--- src/rtl/kyber_pkg.sv ---
// Shared constants, FSM state type and d-legality helper for the compress path.
package kyber_pkg;

  localparam int Q      = 3329;
  localparam int N_COEF = 256;
  localparam int AW     = $clog2(N_COEF);
  localparam int DW     = 11;

  typedef enum logic [1:0] {
    IDLE  = 2'd0,
    RUN   = 2'd1,
    DRAIN = 2'd2,
    FIN   = 2'd3
  } comp_seq_state_e;

  // Compression widths used by the ciphertext encoding.
  function automatic logic d_is_legal(input logic [4:0] d);
    return (d == 5'd1) || (d == 5'd4) || (d == 5'd5) || (d == 5'd10) || (d == 5'd11);
  endfunction

endpackage

--- src/rtl/compress_module.sv ---
// Combinational compress: y = round(2^d * x / Q) mod 2^d, zero-extended to 11 bits.
module compress_module #(
  parameter int Q = kyber_pkg::Q
) (
  input  logic [15:0] x,
  input  logic [4:0]  d,
  output logic [10:0] y
);

  logic [31:0] scaled;
  logic [31:0] quot;
  logic [31:0] mask;

  // Rounded division: adding floor(Q/2) before dividing rounds half-up (Q is odd, so no ties).
  always_comb begin
    scaled = ({16'b0, x} << d) + 32'(Q / 2);
    quot   = scaled / 32'(Q);
    mask   = (32'd1 << d) - 32'd1;
    y      = 11'(quot & mask);
  end

endmodule

--- src/rtl/compress_sequencer.sv ---
// Streams one polynomial from the coefficient RAM through compress_module into a
// small credit-controlled output buffer with a valid/ready interface.
module compress_sequencer
  import kyber_pkg::*;
#(
  parameter int BUF_DEPTH = 4
) (
  input  logic             clk,
  input  logic             rst,
  input  logic             start,
  input  logic [4:0]       d_in,
  output logic             busy,
  output logic             done,
  output logic             err,
  output logic             mem_rd_en,
  output logic [AW-1:0]    mem_addr,
  input  logic [15:0]      mem_rd_data,
  output logic             cmp_valid,
  input  logic             cmp_ready,
  output logic [DW-1:0]    cmp_data,
  output logic [AW-1:0]    cmp_idx
);

  localparam int PW = $clog2(BUF_DEPTH);
  localparam int CW = PW + 1;
  localparam logic [CW:0]  DEPTH_L = (CW + 1)'(BUF_DEPTH);
  localparam logic [AW:0]  LAST_L  = (AW + 1)'(N_COEF - 1);

  comp_seq_state_e state_q, state_d;

  logic [4:0]    d_q, d_d;
  logic [AW:0]   issue_cnt_q, issue_cnt_d;
  logic [AW:0]   out_cnt_q, out_cnt_d;
  logic          inflight_q, inflight_d;
  logic [AW-1:0] rd_idx_q, rd_idx_d;
  logic [PW-1:0] wr_ptr_q, wr_ptr_d;
  logic [PW-1:0] rd_ptr_q, rd_ptr_d;
  logic [CW-1:0] count_q, count_d;
  logic          err_q, err_d;

  logic [DW-1:0] buf_data_q [BUF_DEPTH];
  logic [AW-1:0] buf_idx_q  [BUF_DEPTH];

  logic          start_ok;
  logic          push;
  logic          pop;
  logic [CW:0]   credit_use;
  logic [DW-1:0] cmp_word;

  compress_module #(.Q(Q)) u_compress (
    .x (mem_rd_data),
    .d (d_q),
    .y (cmp_word)
  );

  // State register.
  // NOTE: sequential state always uses <= so every flop samples pre-edge values.
  always_ff @(posedge clk) begin
    if (rst) state_q <= IDLE;
    else     state_q <= state_d;
  end

  // Next-state logic.
  // NOTE: default assignment first so no path leaves state_d unassigned (no latch).
  always_comb begin
    state_d = state_q;
    unique case (state_q)
      IDLE:    if (start && d_is_legal(d_in))        state_d = RUN;
      RUN:     if (mem_rd_en && issue_cnt_q == LAST_L) state_d = DRAIN;
      DRAIN:   if (pop && out_cnt_q == LAST_L)         state_d = FIN;
      FIN:                                             state_d = IDLE;
      default:                                         state_d = IDLE;
    endcase
  end

  // Outputs: read credit uses registered occupancy only, so a same-cycle pop is ignored.
  always_comb begin
    credit_use = {1'b0, count_q} + {{CW{1'b0}}, inflight_q};
    busy       = (state_q == RUN) || (state_q == DRAIN);
    done       = (state_q == FIN);
    err        = err_q;
    mem_rd_en  = (state_q == RUN) && (credit_use < DEPTH_L);
    mem_addr   = issue_cnt_q[AW-1:0];
    cmp_valid  = (count_q != '0);
    cmp_data   = cmp_valid ? buf_data_q[rd_ptr_q] : '0;
    cmp_idx    = cmp_valid ? buf_idx_q[rd_ptr_q]  : '0;
  end

  // Datapath next values: counters, in-flight tracking and buffer pointers.
  always_comb begin
    start_ok    = (state_q == IDLE) && start && d_is_legal(d_in);
    push        = inflight_q;
    pop         = cmp_valid && cmp_ready;
    d_d         = start_ok ? d_in : d_q;
    err_d       = (state_q == IDLE) && start && !d_is_legal(d_in);
    issue_cnt_d = issue_cnt_q;
    out_cnt_d   = out_cnt_q;
    if (start_ok) begin
      issue_cnt_d = '0;
      out_cnt_d   = '0;
    end else begin
      if (mem_rd_en) issue_cnt_d = issue_cnt_q + (AW + 1)'(1);
      if (pop)       out_cnt_d   = out_cnt_q + (AW + 1)'(1);
    end
    inflight_d = mem_rd_en;
    rd_idx_d   = mem_rd_en ? issue_cnt_q[AW-1:0] : rd_idx_q;
    wr_ptr_d   = push ? wr_ptr_q + PW'(1) : wr_ptr_q;
    rd_ptr_d   = pop  ? rd_ptr_q + PW'(1) : rd_ptr_q;
    count_d    = count_q;
    unique case ({push, pop})
      2'b10:   count_d = count_q + CW'(1);
      2'b01:   count_d = count_q - CW'(1);
      default: count_d = count_q;
    endcase
  end

  // Datapath registers; reset drops buffered words and any in-flight read.
  always_ff @(posedge clk) begin
    if (rst) begin
      d_q         <= '0;
      issue_cnt_q <= '0;
      out_cnt_q   <= '0;
      inflight_q  <= 1'b0;
      rd_idx_q    <= '0;
      wr_ptr_q    <= '0;
      rd_ptr_q    <= '0;
      count_q     <= '0;
      err_q       <= 1'b0;
    end else begin
      d_q         <= d_d;
      issue_cnt_q <= issue_cnt_d;
      out_cnt_q   <= out_cnt_d;
      inflight_q  <= inflight_d;
      rd_idx_q    <= rd_idx_d;
      wr_ptr_q    <= wr_ptr_d;
      rd_ptr_q    <= rd_ptr_d;
      count_q     <= count_d;
      err_q       <= err_d;
    end
  end

  // Buffer storage: compressed word and its index written when RAM data returns.
  // NOTE: storage is not reset; count_q gates validity and outputs are masked when empty.
  always_ff @(posedge clk) begin
    if (push) begin
      buf_data_q[wr_ptr_q] <= cmp_word;
      buf_idx_q[wr_ptr_q]  <= rd_idx_q;
    end
  end

endmodule

--- config.mk ---
export PLATFORM = sky130hd
export DESIGN_NAME = compress_sequencer
export DESIGN_NICKNAME = d
export VERILOG_FILES = /design/src/rtl/kyber_pkg.sv /design/src/rtl/compress_module.sv /design/src/rtl/compress_sequencer.sv
export SDC_FILE = /design/constraint.sdc
export NUM_CORES = 1
export LEC_CHECK = 0
export ABC_AREA = 1
export CORE_UTILIZATION = 31
export CTS_BUF_LIST = sky130_fd_sc_hd__clkbuf_8
export DETAILED_ROUTE_END_ITERATION = 8
export PLACE_DENSITY = 0.52
export SETUP_SLACK_MARGIN = 0.02
export SYNTH_ARGS = -nofsm -noshare
export SYNTH_HDL_FRONTEND = slang
export SYNTH_SLANG_ARGS = --single-unit
--- constraint.sdc ---
create_clock -name clk -period 23.4 [get_ports clk]
set_input_delay 4.68 -clock clk [delete_from_list [all_inputs] [get_ports clk]]
set_output_delay 4.68 -clock clk [all_outputs]
set_load 0.02 [all_outputs]
======== Yosys cells after proc, flatten, opt, wreduce, memory -nomap -nowiden ========
Memory sizes are Yosys's and may differ from the RTL's. A register that Yosys moved wholly into a read port is not among the register bits.
Index checks and enable logic that the tools add are counted.
W data, S select, Z words.
storage, ports and cells
  register bits ........................... 42
  bits in writable memories ............... 76
  output and inout port bits .............. 32
  logic and storage cells ................. 73
  memories kept ........................... 2
operators by class
  add/sub/neg operators ................... 9
  divide/modulo/power cells ............... 1
  order comparisons ....................... 1
  equal/unequal tests ..................... 15
  shift-type cells ........................ 2
  muxes and demuxes ....................... 13
  bitwise gates (word level) .............. 1
  reductions and logical operators ........ 19
memory list
  memory      words  bits a word  rd ports  clocked after memory_dff  write ports  line                      text
  buf_data_q  4      11           1         1                         1            compress_sequencer.sv:41  logic [DW-1:0] buf_data_q [BUF_DEPTH];
  buf_idx_q   4      8            1         1                         1            compress_sequencer.sv:42  logic [AW-1:0] buf_idx_q [BUF_DEPTH];
operators with widths
  cell                      number
  $add A32 B11 Y32 const B  1
  $div A32 B12 Y32 const B  1
  $shl A16 B5 Y32           1
  $add A9 B1 Y9 const B     2
  $eq A9 B8 Y1 const B      2
  $mux W2                   7
  $and A11 B11 Y11          1
  $mux W11                  1
  $shl A1 B5 Y11 const A    1
  $sub A11 B1 Y11 const B   1
  $eq A5 B3 Y1 const B      2
  $eq A5 B4 Y1 const B      2
  $logic_and A1 B1 Y1       8
  $mux W8                   1
  $pmux W2 S4               1
  $eq A2 B2 Y1 const B      3
  $ne A2 B2 Y1 const B      3
  $pmux W3 S2               1
  $eq A5 B1 Y1 const B      1
  $logic_or A1 B1 Y1        5
  $add A2 B1 Y2 const B     2
  $add A3 B1 Y4             1
  $eq A2 B1 Y1 const B      2
  $lt A4 B3 Y1 const B      1
  9 further kinds           10

======== Depth between registers and ports, before layout ========
Gate-level depths: netlist (run 1).
  word-level depth ........................ 8
  gate-level depth with buffers ........... 186
  depth with buffers taken out ............ 178

======== By module ========
From an unflattened synthesis (run 1), not the netlist that was laid out.
unflattened totals
  cell total of the unflattened synthesis .. 3,040
  area, all modules ....................... 19,361.1 µm²
by module, submodules not included
  module              times used  cells an instance  area an instance (µm²)  seq. area each (µm²)
  compress_module     1           2,545              14,264.9                0.0
  compress_sequencer  1           495                5,096.1                 3,163.0

======== Least setup slack after synthesis (run 1) ========
Ideal clock, no wire load.
  kind .................................... input port to flip-flop
  start ................................... input mem_rd_data[0]
  end ..................................... memory buf_data_q[0][0] (data pin)
  arrival time ............................ 20.767 ns
  required time ........................... 23.233 ns
  setup slack ............................. 2.466 ns
  stages .................................. 163
  buffers on the path ..................... 15
  path through ............................ nand2_1 > nand3_2 > nand3_2 > nand2_2 > nand2_2 > inv_1 > ha_1 > inv_1 > nand3_4 > nand2_4 > inv_2 > nand3_1 > nand2_1 > nand2_2 > nand3_2 > nor2_1 > nand2_1 > nand2_2 > [... 127 more ...] > nand2_2 > nand2_2 > nand2_1 > inv_1 > ha_1 > nand3_2 > nand2_1 > clkinv_1 > nand2_1 > nand2_4 > nand3_4 > nand2_1 > nand2_1 > nor2_2 > inv_1 > nor2_1 > nor2_1 > nor2_1
between the ends
  longest elaborated chain between the ends .. 4
ends and longest elaborated chain
  what              line                      text
  from (decl)       compress_sequencer.sv:17  input logic [15:0] mem_rd_data,
  $shl A16 B5 Y32   compress_module.sv:16     scaled = ({16'b0, x} << d) + 32'(Q / 2);
  $add A32 B11 Y32  compress_module.sv:16
  $div A32 B12 Y32  compress_module.sv:17     quot = scaled / 32'(Q);
  $and A11 B11 Y11  compress_module.sv:19     y = 11'(quot & mask);
  via cmp_word[0]   compress_sequencer.sv:48  logic [DW-1:0] cmp_word;
  to (decl)         compress_sequencer.sv:41
The timed path passes the listed nets, and every way through them passes these cells.

======== Worst setup path after layout (run 1) ========
  start ................................... input mem_rd_data[1]
  end ..................................... memory buf_data_q[3][0] (data pin)
Same word-level chain as after synthesis.

==> reports/qor.csv, run 1 <==
stage;metric;value;unit
setup_path;critical path capture point type;flip-flop;
sta;Max Fclk;45.33;MHz
floorplanning;core region area;58030;µm²
sta;Final Max Slew Viols;0;
sta;number of endpoints failing setup at the final stage;0;
drt;routed metal-1 wire length;24.14;mm
finish;fin area;21710;µm²
flow_run;max-cap violations;0;
grt;global-route wire length before repair;81.79;mm
clocking;cts-stage hold buffer count;0;
finish;final non-filler cell total;3910;
synth;count of different cell masters after synthesis;61;
grt;pin count of the biggest net entering global routing;40;
clocking;clock tree from TritonCTS;built;
grt;GRT overflow;0;
place;# port buffers;56;
drt;highest metal used;met4;
synth;proportion of synthesized chip area in sequential cells;17.29;%
clocking;Clock Tree Buf Depth;2;
setup_path;maximum fanout count along the critical path;14;
setup_path;flop-to-flop setup slack;4.82;ns
drt;DRC errors left;0;
finish;utilization after layout;37.41;%
setup_path;slowest stage cell, crit path;clkdlybuf4s50_1;
setup_path;stage delay of the slowest cell on the critical path;0.49;ns
drt;routed len/inst;13.12;µm
finish;share of final-layout standard cells stronger than drive strength 1;29.68;%
sta;post-layout worst setup margin;1.341;ns
setup_path;path type of the worst setup path;in2reg;
drt;via total after detailed routing;18590;
synth;post-synthesis instance area;18300;µm²
setup_path;data required time at the worst endpoint;23.57;ns
place;Setup WS pre-CTS;-0.5061;ns
synth;share of synthesized flip-flops with an asynchronous set or reset;0;%
clocking;clock sink count;120;
clocking;clock-pin transition on the worst setup and hold timing paths;0.07;ns
status;outcome;complete, no violations;
setup_path;arrival time of data at the critical path endpoint;22.23;ns
synth;cells after synthesis;2941;
floorplanning;vertical die dimension;245.0;µm
place;gp weighted congestion;0.8979;
synth;Synth Flop Type;edfxtp_1;
clocking;root buf cell;clkbuf_8;
sta;time the worst path needs with I/O delays and setup;22.06;ns
drt;total met2 wirelength after detailed routing;25.29;mm
drt;met3 wirelength from detailed routing;1.233;mm
floorplanning;total I/O pin count;57;
grt;via count of the first global-routing pass;16720;
finish;layout overhead on the synthesized area;18.63;%
sta;final worst path period share;94.27;%
finish;number of nets in the finished design;3175;
setup_path;critical path's most frequent cell;nand2_2;
synth;Avg Synthesized Cell Area;6.222;µm²
setup_path;Worst Setup Start Kind;input port;
drt;number of detailed-routing iterations run before antenna repair;5;
sta;Worst Skew;0.01593;ns
synth;number of enable-type register cells in the synthesized netlist;76;
place;number of placed instances, taps included;3783;
floorplanning;std cell rows;88;
floorplanning;overall die area;60000;µm²
clocking;worst skew pair latency;0.44;ns
sta;Final Hold Violating Endpoints;0;
drt;ratio of routed vias to standard cells;4.754;
floorplanning;Starting Density;31.54;%
place;total cell area at the placement stage;19870;µm²
drt;overall routed net length;51.29;mm
synth;Syn Nets;2985;
grt;overall global routing resource usage;16.21;%
place;placed wire-length estimate;40.15;mm
sta;Worst Tran Pin Value;1.013;ns
synth;number of warning messages in the yosys log;0;
clocking;number of levels in the clock H-tree;4;
grt;number of antenna violations at the first check in global routing;0;
drt;number of antenna-violating nets in the routed design;0;
synth;#FFs+latches synth;120;
drt;starting DRC count in detailed routing;910;
sta;worst-case headroom to the max-slew limit;32.42;%
floorplanning;DIE WIDTH;245.0;µm
min_path;path class of the lowest-slack min-delay path;reg2reg;
clocking;number of CTS-inserted buffers;17;
==> final timing paths <==
kind | start | endpoint | depth (start not counted)
hold reg to reg | out_cnt_q[8] | out_cnt_q[8] | 2
hold / removal | out_cnt_q[8] | out_cnt_q[8] | 2
setup reg to reg | d_q[4] | buf_data_q[3][0] | 148
setup / recovery | mem_rd_data[1] | buf_data_q[3][0] | 151
==> sequential cells by signal (all words and copies together), names as in the netlist, named ones only <==
name	cells
err	1
out_cnt_q	9
issue_cnt_q	9
count_q	3
buf_data_q	44
state_q	2
inflight_q	1
d_q	5
buf_idx_q	32
rd_idx_q	8
rd_ptr_q	2
wr_ptr_q	2
==> kinds of logic (layout without fill, tap and decap cells) <==
logic type               count (synthesis)  count (layout)  share of synthesized area (%)
other                                    0               1                              0
buffers and inverters                  423             611                          10.97
AND/OR/NAND/NOR                       2074            2089                          59.56
adder cells (fa/ha/maj)                 19              19                          1.340
XOR/XNOR                                63              63                          3.221
flip-flops                             120             120                          17.29
AO/OA/AOI/OAI                          242             242                          7.624
==> metrics by stage <==
stage | setup TNS (ns) | hold slack, ns
after global placement | -1.544 | 0.4523
after CTS | 0 | 0.4664
after floorplan | 0 | 0.4362
final | 0 | 0.4602
after detailed placement | -2.596 | 0.4540
after global routing | -0.6833 | 0.4816
==> synthesized netlist by cell type, types with 11 or more instances <==
| master | count | area share (%) |
|---|---|---|
| nand2_1 | 803 | 16 |
| nand3_1 | 351 | 9.6 |
| inv_1 | 282 | 5.8 |
| nand2_2 | 276 | 9.4 |
| nor2_1 | 266 | 5.5 |
| o21ai_0 | 103 | 2.8 |
| nand2_4 | 86 | 5.3 |
| a21oi_1 | 79 | 2.2 |
| edfxtp_1 | 76 | 12 |
| nor2_2 | 69 | 2.4 |
| nand3_2 | 66 | 3.6 |
| nand4_1 | 63 | 2.2 |
| inv_2 | 50 | 1.0 |
| xor2_1 | 46 | 2.2 |
| dfxtp_1 | 44 | 4.8 |
| nor2_4 | 33 | 2.0 |
| nor3_1 | 21 | 0.57 |
| ha_1 | 18 | 1.2 |
| o21ai_1 | 18 | 0.49 |
| buf_6 | 16 | 0.98 |
| clkbuf_1 | 15 | 0.31 |
| clkinv_1 | 13 | 0.27 |
| buf_4 | 12 | 0.49 |
| xnor2_1 | 12 | 0.57 |
| nand3b_1 | 11 | 0.45 |
==> final cells by class <==
type                    instances  area, µm²
clock inverters                13      113.9
inverters                     357       1408
multi-input cells            2413      13930
diodes                          1      2.502
fillers                      6261      36320
well taps                     765      957.2
clock buffers                  19      261.5
flip-flops and latches        120       3163
repair buffers                222       1871
==> per-layer routing <==
layer,vias to the layer above,global-route usage [%]
met1,8448,21.25
met2,253,28.92
met4,0,3.272
li1,9840,-
met5,-,0
met3,48,1.181
==> worst max-delay path: cells and delay by family <==
kind	cells	cell delay, ns
compound gates	4	0.72
xor+xnor	1	0.21
simple gates	127	14.05
buf+inv	19	2.47
==> cell usage in the layout, fill, tap and decap left out, drive strengths merged, types with 3 or more instances in the layout <==
master         count
o21ai            130
xor2              51
xnor2             12
ha                18
clkbuf            19
o21bai             7
a21oi             93
nor2             371
edfxtp            76
dfxtp             44
or2                3
nand2           1182
nand3            425
nand3b            13
inv              345
nor3b              3
clkinv            21
o211ai             6
buf              166
nand4             65
clkdlybuf4s50     55
nor3              22
==> what timing repair did <==
| action | in CTS | in global routing |
|---|---|---|
| gates resized for setup | 1 | 152 |
| hold endpoints to repair | 0 | 0 |
| endpoints found under the setup margin | 4 | 12 |
| setup buffers | 0 | 79 |
| cloned | 0 | 15 |
| pin swaps | 0 | 86 |
Power of run 1 is not shown: default switching activity piles up to over one toggle a cycle in this logic, so the estimate is an artifact.
==> run 2, diff against run 1 <==
- CAP_MARGIN: not set -> 10
==> results of run 2 <==
The final DEF is identical to that of run 1; final timing and power are the same.
Power of run 2 is left out for the same reason.
==> run 3, diff against run 2 <==
--- a/config.mk
+++ b/config.mk
@@ -11,2 +11,3 @@
 export CTS_BUF_LIST = sky130_fd_sc_hd__clkbuf_8
+export CTS_CLUSTER_SIZE = 20
 export DETAILED_ROUTE_END_ITERATION = 8
==> constraint.sdc (replaced) <==
create_clock -name clk -period 23.4 [get_ports clk]
set_input_delay 7.02 -clock clk [delete_from_list [all_inputs] [get_ports clk]]
set_output_delay 7.02 -clock clk [all_outputs]
set_load 0.02 [all_outputs]
==> run 3 against run 2 <==
Global-route usage up 2.0 points. Cell area up 33%. Clock skew up 0.0048 ns. Wire length up 13%. Hold slack better by 0.0050 ns. Register-to-register slack better by 0.81 ns. Non-clock buffer count up 615. Fmax down 4.4%. Die area unchanged.
==> reports/qor.csv, run 3 (synthesis results as in run 1) <==
stage;metric;value;unit;change
drt;number of antenna-violating nets in the routed design;0;;unchanged
setup_path;flop-to-flop setup slack;5.63;ns;was 4.82 ns
finish;Largest register FFs;44;;unchanged
sta;number of endpoints failing setup at the final stage;0;;unchanged
grt;number of antenna violations at the first check in global routing;1;;was 0
finish;top flop regs;buf_data_q: 44 flops, buf_idx_q: 32 flops;;unchanged
drt;highest metal used;met5;;was met4
place;total cell area at the placement stage;24150;µm²;was 19870 µm²
status;outcome;complete, no violations;;unchanged
finish;commonest cells after routing, fill and taps aside;buf_4, nand2_1, nand2_2;;was nand2_1, nand3_1, nand2_2
grt;pin count of the biggest net entering global routing;40;;unchanged
clocking;clock tree from TritonCTS;built;;unchanged
grt;global-route wire length before repair;92.08;mm;was 81.79 mm
sta;worst-case headroom to the max-slew limit;34.91;%;was 32.42%
finish;layout overhead on the synthesized area;58.20;%;was 18.63%
sta;final worst path period share;98.56;%;was 94.27%
sta;time the worst path needs with I/O delays and setup;23.06;ns;was 22.06 ns
floorplanning;total I/O pin count;57;;unchanged
drt;met3 wirelength from detailed routing;1.111;mm;was 1.233 mm
setup_path;data required time at the worst endpoint;23.57;ns;about the same
sta;Worst Skew;0.02076;ns;was 0.01593 ns
sta;Worst Tran Pin Value;0.9753;ns;was 1.013 ns
floorplanning;core region area;58030;µm²;unchanged
sta;Setup TNS Final;0;ns;unchanged
clocking;clock-pin transition on the worst setup and hold timing paths;0.08;ns;was 0.07 ns
finish;share of final-layout standard cells stronger than drive strength 1;50.84;%;was 29.68%
finish;number of antenna diodes;0;;was 1
setup_path;launch instance of the worst register-to-register path;d_q[4];;unchanged
place;gp weighted congestion;0.8846;;was 0.8979
setup_path;path type of the worst setup path;in2reg;;unchanged
grt;overall global routing resource usage;18.21;%;was 16.21%
drt;routed len/inst;12.85;µm;was 13.12 µm
sta;Final Hold Violating Endpoints;0;;unchanged
drt;total met2 wirelength after detailed routing;29.48;mm;was 25.29 mm
flow_run;max-cap violations;0;;unchanged
drt;via total after detailed routing;21100;;was 18590
setup_path;critical path's most frequent cell;nand2_2;;unchanged
clocking;number of CTS-inserted buffers;17;;unchanged
sta;unrepaired setup endpoints after global routing;yes;;
min_path;Hold Path Cell Cnt;2;;unchanged
drt;routed metal-1 wire length;26.18;mm;was 24.14 mm
setup_path;worst reg2reg path endpoint;buf_data_q[3][0];;unchanged
finish;number of filler cells placed in the layout;5718;;was 6261
setup_path;slowest stage cell, crit path;ha_2;;was clkdlybuf4s50_1
clocking;clock sink count;120;;unchanged
finish;Largest Register;buf_data_q;;unchanged
min_path;destination of the worst hold path;out_cnt_q[8];;unchanged
setup_path;critical path capture point type;flip-flop;;unchanged
place;# port buffers;56;;unchanged
drt;overall routed net length;58.19;mm;was 51.29 mm
clocking;number of levels in the clock H-tree;4;;unchanged
floorplanning;vertical die dimension;245.0;µm;unchanged
setup_path;stage delay of the slowest cell on the critical path;0.31;ns;was 0.49 ns
drt;ratio of routed vias to standard cells;4.659;;was 4.754
clocking;Clock Tree Buf Depth;2;;unchanged
clocking;worst skew pair latency;0.44;ns;about the same
sta;Max Fclk;43.36;MHz;was 45.33 MHz
grt;GRT overflow;0;;unchanged
floorplanning;Starting Density;31.54;%;unchanged
setup_path;logic depth of the worst register-to-register path;157;;was 148
finish;most common cell after layout, fill and taps aside;buf_4;;was nand2_1
min_path;Hold Crit Start;out_cnt_q[8];;unchanged
drt;number of detailed-routing iterations run before antenna repair;5;;unchanged
sta;worst slack on hold paths;0.4652;ns;was 0.4602 ns
floorplanning;overall die area;60000;µm²;unchanged
drt;DRC errors left;0;;unchanged
floorplanning;std cell rows;88;;unchanged
grt;via count of the first global-routing pass;19750;;was 16720
finish;fin area;28950;µm²;was 21710 µm²
clocking;root buf cell;clkbuf_8;;unchanged
setup_path;Worst Setup Start Kind;input port;;unchanged
drt;starting DRC count in detailed routing;874;;was 910
min_path;path class of the lowest-slack min-delay path;reg2reg;;unchanged
floorplanning;DIE WIDTH;245.0;µm;unchanged
sta;Final Max Slew Viols;0;;unchanged
finish;number of nets in the finished design;3796;;was 3175
place;placed wire-length estimate;43.68;mm;was 40.15 mm
setup_path;maximum fanout count along the critical path;7;;was 14
setup_path;arrival time of data at the critical path endpoint;23.24;ns;was 22.23 ns
## run 3: changes by cell type in the layout (fill, tap and decap cells not counted), moves of 11 or more
cell / previous run / this run
buf_4: 160 / 706
nand2_1: 778 / 633
nand3_1: 327 / 213
nand2_2: 300 / 380
nand3_2: 79 / 153
nand2_4: 81 / 142
buf_6: 1 / 56
nor2_4: 51 / 100
nor2_1: 252 / 209
nand3_4: 19 / 59
inv_1: 279 / 255
inv_2: 53 / 74
clkdlybuf4s50_1: 55 / 40
o21ai_0: 102 / 91
## run 3: layout make-up
class	instances	area (µm²)	area share, %
inverters	357	1431	4.945
clock buffers	17	234.0	0.8083
flip-flops and latches	120	3163	10.93
repair buffers	837	6829	23.59
multi-input cells	2419	16200	55.95
clock inverters	15	136.4	0.4711
well taps	765	957.2	3.307
## run 3: worst max-delay path: cells and delay by family
kind / cells / cell delay [ns]
buf+inv: 27 / 2.88
compound gates: 4 / 0.52
simple gates: 128 / 12.27
fa+ha+maj: 2 / 0.48
## run 3: repair_timing
item	CTS	global route
cloned	20	4
endpoints found under the hold margin	0	0
hold buffers	0	0
buffers inserted	64	66
pin swaps	156	291
setup endpoints to repair	8	16
gates resized for setup	241	545
## run 3: worst max path at each step
stage	startpoint	endpoint	slack [ns]	cells past startpoint
after floorplan	mem_rd_data[0]	buf_data_q[0][0]	0.13	163
after global placement	mem_rd_data[6]	buf_data_q[3][0]	-1.22	143
after detailed placement	mem_rd_data[7]	buf_data_q[3][0]	-1.41	147
after CTS	mem_rd_data[3]	buf_data_q[3][0]	0.03	157
after global routing	mem_rd_data[7]	buf_data_q[3][0]	-0.83	166
final	mem_rd_data[7]	buf_data_q[3][0]	0.34	161
## run 3: per-stage QoR
step                      worst slack, ns  cells  utilization [%]
after global placement             -1.216   4346            41.63
after detailed placement           -1.405   4346            41.63
final                              0.3372   4530            49.89
after CTS                         0.02684   4462            45.33
after floorplan                    0.1256   2941                -
after global routing              -0.8280   4530            49.89
## run 3: routing by layer
layer	global-route usage, %	vias up
met5	0	-
li1	-	11090
met2	32.98	275
met4	4.816	2
met3	1.454	97
met1	22.99	9642
Power of run 3 is left out for the same reason.
